==> src/rtl/router_chan_ctrl.sv <==
// router_chan_ctrl: latches the destination channel, steers write enable and
// full status, publishes per-port valid, and soft-resets an output FIFO whose
// data sits unread for TIMEOUT consecutive cycles.
// Optional feature macro: ROUTER_CHAN_STATS_EN adds drop_cnt, one 8-bit
// saturating soft-reset counter per channel.
module router_chan_ctrl #(
  parameter int TIMEOUT = 30,
  parameter int CNT_W   = 5
) (
  input  logic        clk,
  input  logic        resetn,
  input  logic        detect_add,
  input  logic [1:0]  data_in,
  input  logic        write_enb_reg,
  input  logic [2:0]  read_enb,
  input  logic [2:0]  empty,
  input  logic [2:0]  full,
  output logic [2:0]  write_enb,
  output logic        fifo_full,
  output logic [2:0]  vld_out,
  output logic [2:0]  soft_reset
`ifdef ROUTER_CHAN_STATS_EN
  ,
  output logic [23:0] drop_cnt
`endif
);

  localparam logic [CNT_W-1:0] CNT_LAST = CNT_W'(TIMEOUT - 1);

  logic [1:0]       addr_reg;
  logic [CNT_W-1:0] cnt [3];

  // Destination latch: captured on every address-decode cycle, 2'b11 = none.
  always_ff @(posedge clk) begin
    if (!resetn)         addr_reg <= 2'b11;
    else if (detect_add) addr_reg <= data_in;
  end

  // Steer the FSM write request and the selected FIFO's full flag.
  always_comb begin
    write_enb = '0;
    fifo_full = 1'b0;
    case (addr_reg)
      2'b00: begin
        write_enb = {2'b00, write_enb_reg};
        fifo_full = full[0];
      end
      2'b01: begin
        write_enb = {1'b0, write_enb_reg, 1'b0};
        fifo_full = full[1];
      end
      2'b10: begin
        write_enb = {write_enb_reg, 2'b00};
        fifo_full = full[2];
      end
      default: begin
        write_enb = '0;
        fifo_full = 1'b0;
      end
    endcase
  end

  // Port valid is simply the inverted FIFO empty flag.
  always_comb begin
    vld_out = ~empty;
  end

  // Per-channel unread timers; a pulse fires on the edge completing TIMEOUT
  // valid-and-unread cycles, and the timer restarts from zero afterwards.
  always_ff @(posedge clk) begin
    if (!resetn) begin
      for (int unsigned i = 0; i < 3; i++) cnt[i] <= '0;
      soft_reset <= '0;
    end else begin
      for (int unsigned i = 0; i < 3; i++) begin
        if (!vld_out[i] || read_enb[i]) begin
          cnt[i]        <= '0;
          soft_reset[i] <= 1'b0;
        end else if (cnt[i] == CNT_LAST) begin
          cnt[i]        <= '0;
          soft_reset[i] <= 1'b1;
        end else begin
          cnt[i]        <= cnt[i] + CNT_W'(1);
          soft_reset[i] <= 1'b0;
        end
      end
    end
  end

`ifdef ROUTER_CHAN_STATS_EN
  // Count soft-reset pulses per channel, saturating at 255.
  always_ff @(posedge clk) begin
    if (!resetn) begin
      drop_cnt <= '0;
    end else begin
      for (int unsigned i = 0; i < 3; i++) begin
        if (soft_reset[i] && (drop_cnt[8*i +: 8] != 8'hFF))
          drop_cnt[8*i +: 8] <= drop_cnt[8*i +: 8] + 8'd1;
      end
    end
  end
`endif

endmodule

==> config.mk <==
export PLATFORM = sky130hd
export DESIGN_NAME = router_chan_ctrl
export DESIGN_NICKNAME = d
export VERILOG_FILES = /design/src/rtl/router_chan_ctrl.sv
export SDC_FILE = /design/constraint.sdc
export NUM_CORES = 1
export LEC_CHECK = 0
export ABC_AREA = 0
export BUFFER_PORTS_ARGS = -buffer_cell sky130_fd_sc_hd__buf_2
export CORE_MARGIN = 3
export CORE_UTILIZATION = 40
export CTS_CLUSTER_SIZE = 20
export DETAILED_ROUTE_END_ITERATION = 12
export HOLD_SLACK_MARGIN = 0.08
export SYNTH_ARGS = -nofsm -noshare
export SYNTH_HDL_FRONTEND = slang
export SYNTH_SLANG_ARGS = --single-unit
==> constraint.sdc <==
create_clock -name clk -period 1.7 [get_ports clk]
set_clock_uncertainty 0.15 [all_clocks]
set_input_delay 0.085 -clock clk [delete_from_list [all_inputs] [get_ports clk]]
set_output_delay 0.085 -clock clk [all_outputs]
set_load 0.02 [all_outputs]
==> results.md, run 1 <==
* CTS H-tree lvls at 1
* Core Box Area at 2280 um2
* First-pass iteration count of the detailed router at 4
* First-pass GRT wire length at 2950 um
* CTS Buffer Depth at 2
* Min-delay worst type: in -> reg
* Routed Antenna Nets at 0
* Starting Density at 0.432
* Met1 Track Usage GR at 0.151
* TritonCTS buffer count at 3
* Num ports at 25
* Final WL at 1730 um
* Clock power share at 0.252
* 1st-iter DRT viols at 38
* CTS clock-pin slew for the worst setup and hold paths at 0.11 ns
* Switching power at 211 uW
* Minimum clock period after layout at 1.61 ns
* Crit start category: input port
* Worst Path Arrival at 1.69 ns
* Vias at 748
* Reg area at 551 um2
* Routability Congestion at 0.785
* Num rows at 17
* Pin count of the biggest net entering global routing at 12
* Worst setup path startpoint: read_enb[1]
* Avg Cell Area, Syn at 11.4 um2
* Vias per std cell at 4.45
* Setup_tns at 0 ns
* PortBufs at 24
* Logic pwr share at 0.126
* Max_cap viols at 0
* Die Ht at 55.6 um
* Sequential share of power at 0.623
* Die area at 3090 um2
* Sequential element share of the synthesized area at 0.560
* Most used cell, CP: dlygate4sd3_1
* Setup CP Type: in -> reg
* Clk_lat worst skew at 0.30 ns
* YS warnings at 0
* Crit Path Max Fanout at 2
* Min-delay src: empty[1]
* RSZ-0062 raised after global routing: no
* Critical Path End Type: flip-flop
* DRC errors left at 0
* Power Internal at 698 uW
* Post-route cell area at 1340 um2
* Per-cell routed wire length at 10.3 um
* Most frequent cells in the layout: 24 x buf_2, 17 x nor2_1, 15 x edfxtp_1, 15 x conb_1, 12 x dlygate4sd3_1
* Cell count after synthesis at 86
* Ant diodes at 0
* Post-Syn Area at 983 um2
* Dpl cell area at 1190 um2
* VDD IR max at 0.510 mV
* Fin crit share at 0.946
* Layout fillers at 196
* Leakage at 0.605 nW
* Switch share at 0.232
* DP Wirelength at 1230 um
* Layout area overhead at 36.0%
* Slowest-stage cell, CP: dlygate4sd3_1
* Vias in the first global route at 743
* Clock sinks at 20
* Yosys reg bits at 20
* Cell Chain, Critical Path: dlygate4sd3_1, buf_2, nor3b_2, dlygate4sd3_1, nor2b_1
* CTS Root Cell: clkbuf_4
* PwrDens at 680 nW/um2
* M2 GR Usage at 0.189
* Area of the multi-input gates at 463 um2
* Die X at 55.6 um
* Max reg flops at 15
* CTS tree: built
* Gr busiest metal: met2
* Pre-CTS WS at 0.288 ns
* Max incr delay on CP at 0.60 ns
* Grt ovf at 0
* Synth unique cells at 20
* Outcome: complete, no violations
* Commonest non-fill, non-tap cell in the layout: buf_2
* Total global routing track utilization at 0.122
* Reg-to-reg startpoint: cnt[2][1]
* Count of final hold-check violations at 0
* Layout Nets at 162
* Final worst slack at 0.0911 ns
* Critical Path RT at 1.79 ns
* Count of final setup violators at 0
* GR Layer Usage met3 at 0.0325
* Share of layout cells above drive strength 1 at 0.229
* Fin. max-slew vios at 0
* Initial antenna violation count at 0
* F_max at 622 MHz
* PnR Total Power at 909 uW
==> metal layers <==
metal / wire, um / part of all wire
met1: 832 / 0.48
met2: 732 / 0.42
met3: 127 / 0.073
met4: 34 / 0.020
met5: 0 / 0
==> power by group through the flow <==
stage               clock network, mW  logic, mW  registers [mW]
finish                          0.229      0.114           0.566
global route                    0.268      0.128           0.570
CTS                             0.241      0.112           0.566
detailed placement                  0     0.0902           0.577
global placement                    0     0.0902           0.576
floorplan                           0     0.0562           0.573
==> critical path: cells and delay by family <==
kind          cells  cell delay (ns)
buf+inv           3             1.27
simple gates      2             0.34
==> metrics by stage <==
stage          instances   util  hold slack [ns]
2_1_floorplan        100      -         -0.00306
3_3_place_gp         152  0.523            0.134
3_5_place_dp         152  0.523            0.136
4_1_cts              167  0.583           0.0883
5_1_grt              168  0.588           0.0907
6_report             168  0.588            0.101
==> final timing paths <==
path	slack [ns]	cells after the start	endpoint
setup / recovery	0.09	5	soft_reset[1]
hold / removal	0.10	4	cnt[1][2]
setup reg to reg	0.29	5	cnt[2][3]
hold reg to reg	0.49	1	cnt[0][0]
==> Yosys cell counts <==
cell type / number / area, um2
nor2_1: 17 / 63.8
edfxtp_1: 15 / 450
nand3_1: 7 / 35.0
ha_1: 6 / 75.1
inv_1: 6 / 22.5
xor2_1: 6 / 52.6
dfxtp_1: 5 / 100
mux2i_1: 3 / 30.0
nand2_1: 3 / 11.3
nand4_1: 3 / 18.8
xnor2_1: 3 / 26.3
nand2_2: 2 / 12.5
nor2b_1: 2 / 12.5
nor3b_2: 2 / 25.0
and3b_1: 1 / 8.76
conb_1: 1 / 3.75
nand3b_1: 1 / 7.51
nor3b_1: 1 / 7.51
nor4b_2: 1 / 15.0
o21ai_0: 1 / 5.00
==> cell type report <==
cell class	count	share of cell area
sequential	20	0.412
timing repair buffer	36	0.180
clock buffer	4	0.0196
multi-input combinational	74	0.346
tap	28	0.0262
inverter	6	0.0168
==> logic make-up (layout without fill, tap and decap cells) <==
family,Yosys count,after routing,synth area share
adder cells (fa/ha/maj),6,6,0.0763
AND/OR/NAND/NOR,40,40,0.221
multiplexers,3,3,0.0305
AO/OA/AOI/OAI,1,1,0.00508
buffers and inverters,6,46,0.0229
other,1,15,0.00381
XOR/XNOR,9,9,0.0802
flip-flops,20,20,0.560
==> repair_timing <==
| action | in CTS | in global routing |
|---|---|---|
| buffers inserted | 0 | 0 |
| setup endpoints to repair | 0 | 5 |
| gates resized for setup | 0 | 0 |
| endpoints found under the hold margin | 14 | 1 |
| hold buffers | 11 | 2 |
(Power assumes the default switching activity.)
==> run 2: changes to the inputs <==
Settings changed: PLACE_DENSITY set to 0.73.
==> results.md, run 2 (synthesis results as in run 1) <==
* CTS tree: built
* PwrDens at 710 nW/um2
* CTS H-tree lvls at 1
* PnR Total Power at 956 uW
* Layout fillers at 189
* Max_cap viols at 0
* DRC errors left at 0
* Worst R2R Path Depth at 5
* Num rows at 17
* Crit Path Max Fanout at 2
* Count of final setup violators at 0
* CTS clock-pin slew for the worst setup and hold paths at 0.11 ns
* CTS Buffer Depth at 2
* Routability Congestion at 0.768
* Grt ovf at 0
* Setup CP Type: in -> reg
* PortBufs at 24
* F_max at 648 MHz
* RSZ-0062 raised after global routing: no
* TritonCTS buffer count at 3
* Critical Path RT at 1.80 ns
* Minimum clock period after layout at 1.54 ns
* Vias in the first global route at 710
* First-pass iteration count of the detailed router at 4
* Worst Path Arrival at 1.64 ns
* DP Wirelength at 1360 um
* Critical R2R Capture: cnt[2][3]
* Pin count of the biggest net entering global routing at 12
* Total global routing track utilization at 0.125
* Fin. max-slew vios at 0
* Outcome: complete, no violations
* Fin crit share at 0.907
* VDD IR max at 0.469 mV
* Layout area overhead at 37.0%
* Ant diodes at 0
* Share of layout cells above drive strength 1 at 0.236
* Min-delay worst type: in -> reg
* Setup_tns at 0 ns
* Num ports at 25
* CTS Root Cell: clkbuf_4
* Count of final hold-check violations at 0
* Most used cell, CP: dlygate4sd3_1
* First-pass GRT wire length at 2990 um
* Die Ht at 55.6 um
* Slowest-stage cell, CP: dlygate4sd3_1
* Hold depth at 3
* Vias per std cell at 4.49
* Core Box Area at 2280 um2
* Worst Hold Slack at 0.0971 ns
* Max incr delay on CP at 0.57 ns
* Min-delay src: resetn
* Most frequent cells in the layout: 24 x buf_2, 17 x nor2_1, 15 x edfxtp_1, 15 x conb_1, 12 x dlygate4sd3_1
* Layout Nets at 162
* Die X at 55.6 um
* Routed Antenna Nets at 0
* Area of the multi-input gates at 463 um2
* Critical Path End Type: flip-flop
* Crit-path leading delay family: buffers and inverters
* Leakage at 0.609 nW
* 1st-iter DRT viols at 21
* Per-cell routed wire length at 10.7 um
* Starting Density at 0.432
* Commonest non-fill, non-tap cell in the layout: buf_2
* Hold Path End: soft_reset[1]
* Initial antenna violation count at 0
* Buf/Inv on CP at 3
* Crit start category: input port
* R2r setup slk at 0.26 ns
* Reg-to-reg startpoint: cnt[2][1]
* Reg area at 551 um2
* Vias at 754
* Cell Chain, Critical Path: dlygate4sd3_1, buf_2, nor3b_2, dlygate4sd3_1, nor2b_1
* Final WL at 1790 um
* Max reg flops at 15
* Clk_lat worst skew at 0.30 ns
* Clock sinks at 20
* Die area at 3090 um2
==> run 2: cell counts in the layout (fill, tap and decap cells not counted) <==
Identical to the previous run, type by type.
==> run 2: metal layers <==
layer / up-vias / global-route usage / wire length, um
met5: - / 0 / 0
met4: 0 / 0.0764 / 33
met3: 4 / 0.0418 / 143
met1: 333 / 0.140 / 744
met2: 28 / 0.204 / 870
li1: 389 / - / -
==> run 2: stage by stage <==
| step | util | setup WS [ns] | instance area, um2 | instances |
|---|---|---|---|---|
| after global routing | 0.592 | 0.0806 | 1350 | 168 |
| after CTS | 0.588 | 0.0344 | 1340 | 167 |
| after global placement | 0.523 | 0.335 | 1190 | 152 |
| final | 0.592 | 0.157 | 1350 | 168 |
| after floorplan | - | 0.378 | 1040 | 100 |
| after detailed placement | 0.523 | 0.257 | 1190 | 152 |
==> run 2: worst max path at each step <==
stage	cells after the start	end	from
3_3_place_gp	4	cnt[0][4]	cnt[0][0]
5_1_grt	5	soft_reset[0]	empty[0]
2_1_floorplan	4	cnt[2][4]	cnt[2][0]
4_1_cts	6	cnt[0][0]	read_enb[0]
3_5_place_dp	5	cnt[2][3]	cnt[2][1]
6_report	5	soft_reset[0]	empty[0]
==> run 2: worst reg2reg max path, stage by stage, from the launching register on <==
cell      delay, ns
edfxtp_1       0.42
inv_1          0.08
ha_1           0.13
nand4_1        0.13
nand3_1        0.22
nor2_1         0.07
==> run 2: report_power, final <==
part | switching (mW) | internal (mW) | total [mW]
registers | 0.0201 | 0.546 | 0.566
clock network | 0.144 | 0.131 | 0.275
logic | 0.0539 | 0.0612 | 0.115
total | 0.218 | 0.738 | 0.956
==> run 2: what timing repair did <==
item / CTS / global route
buffers inserted: 0 / 0
endpoints found under the hold margin: 15 / 2
gates resized for setup: 0 / 0
endpoints found under the setup margin: 0 / 10
hold buffers: 11 / 3
==> run 2: final cells by class <==
type	count	area share
sequential	20	0.409
multi-input combinational	74	0.344
timing repair buffer	36	0.178
clock buffer	4	0.0269
tap	28	0.0260
inverter	6	0.0167
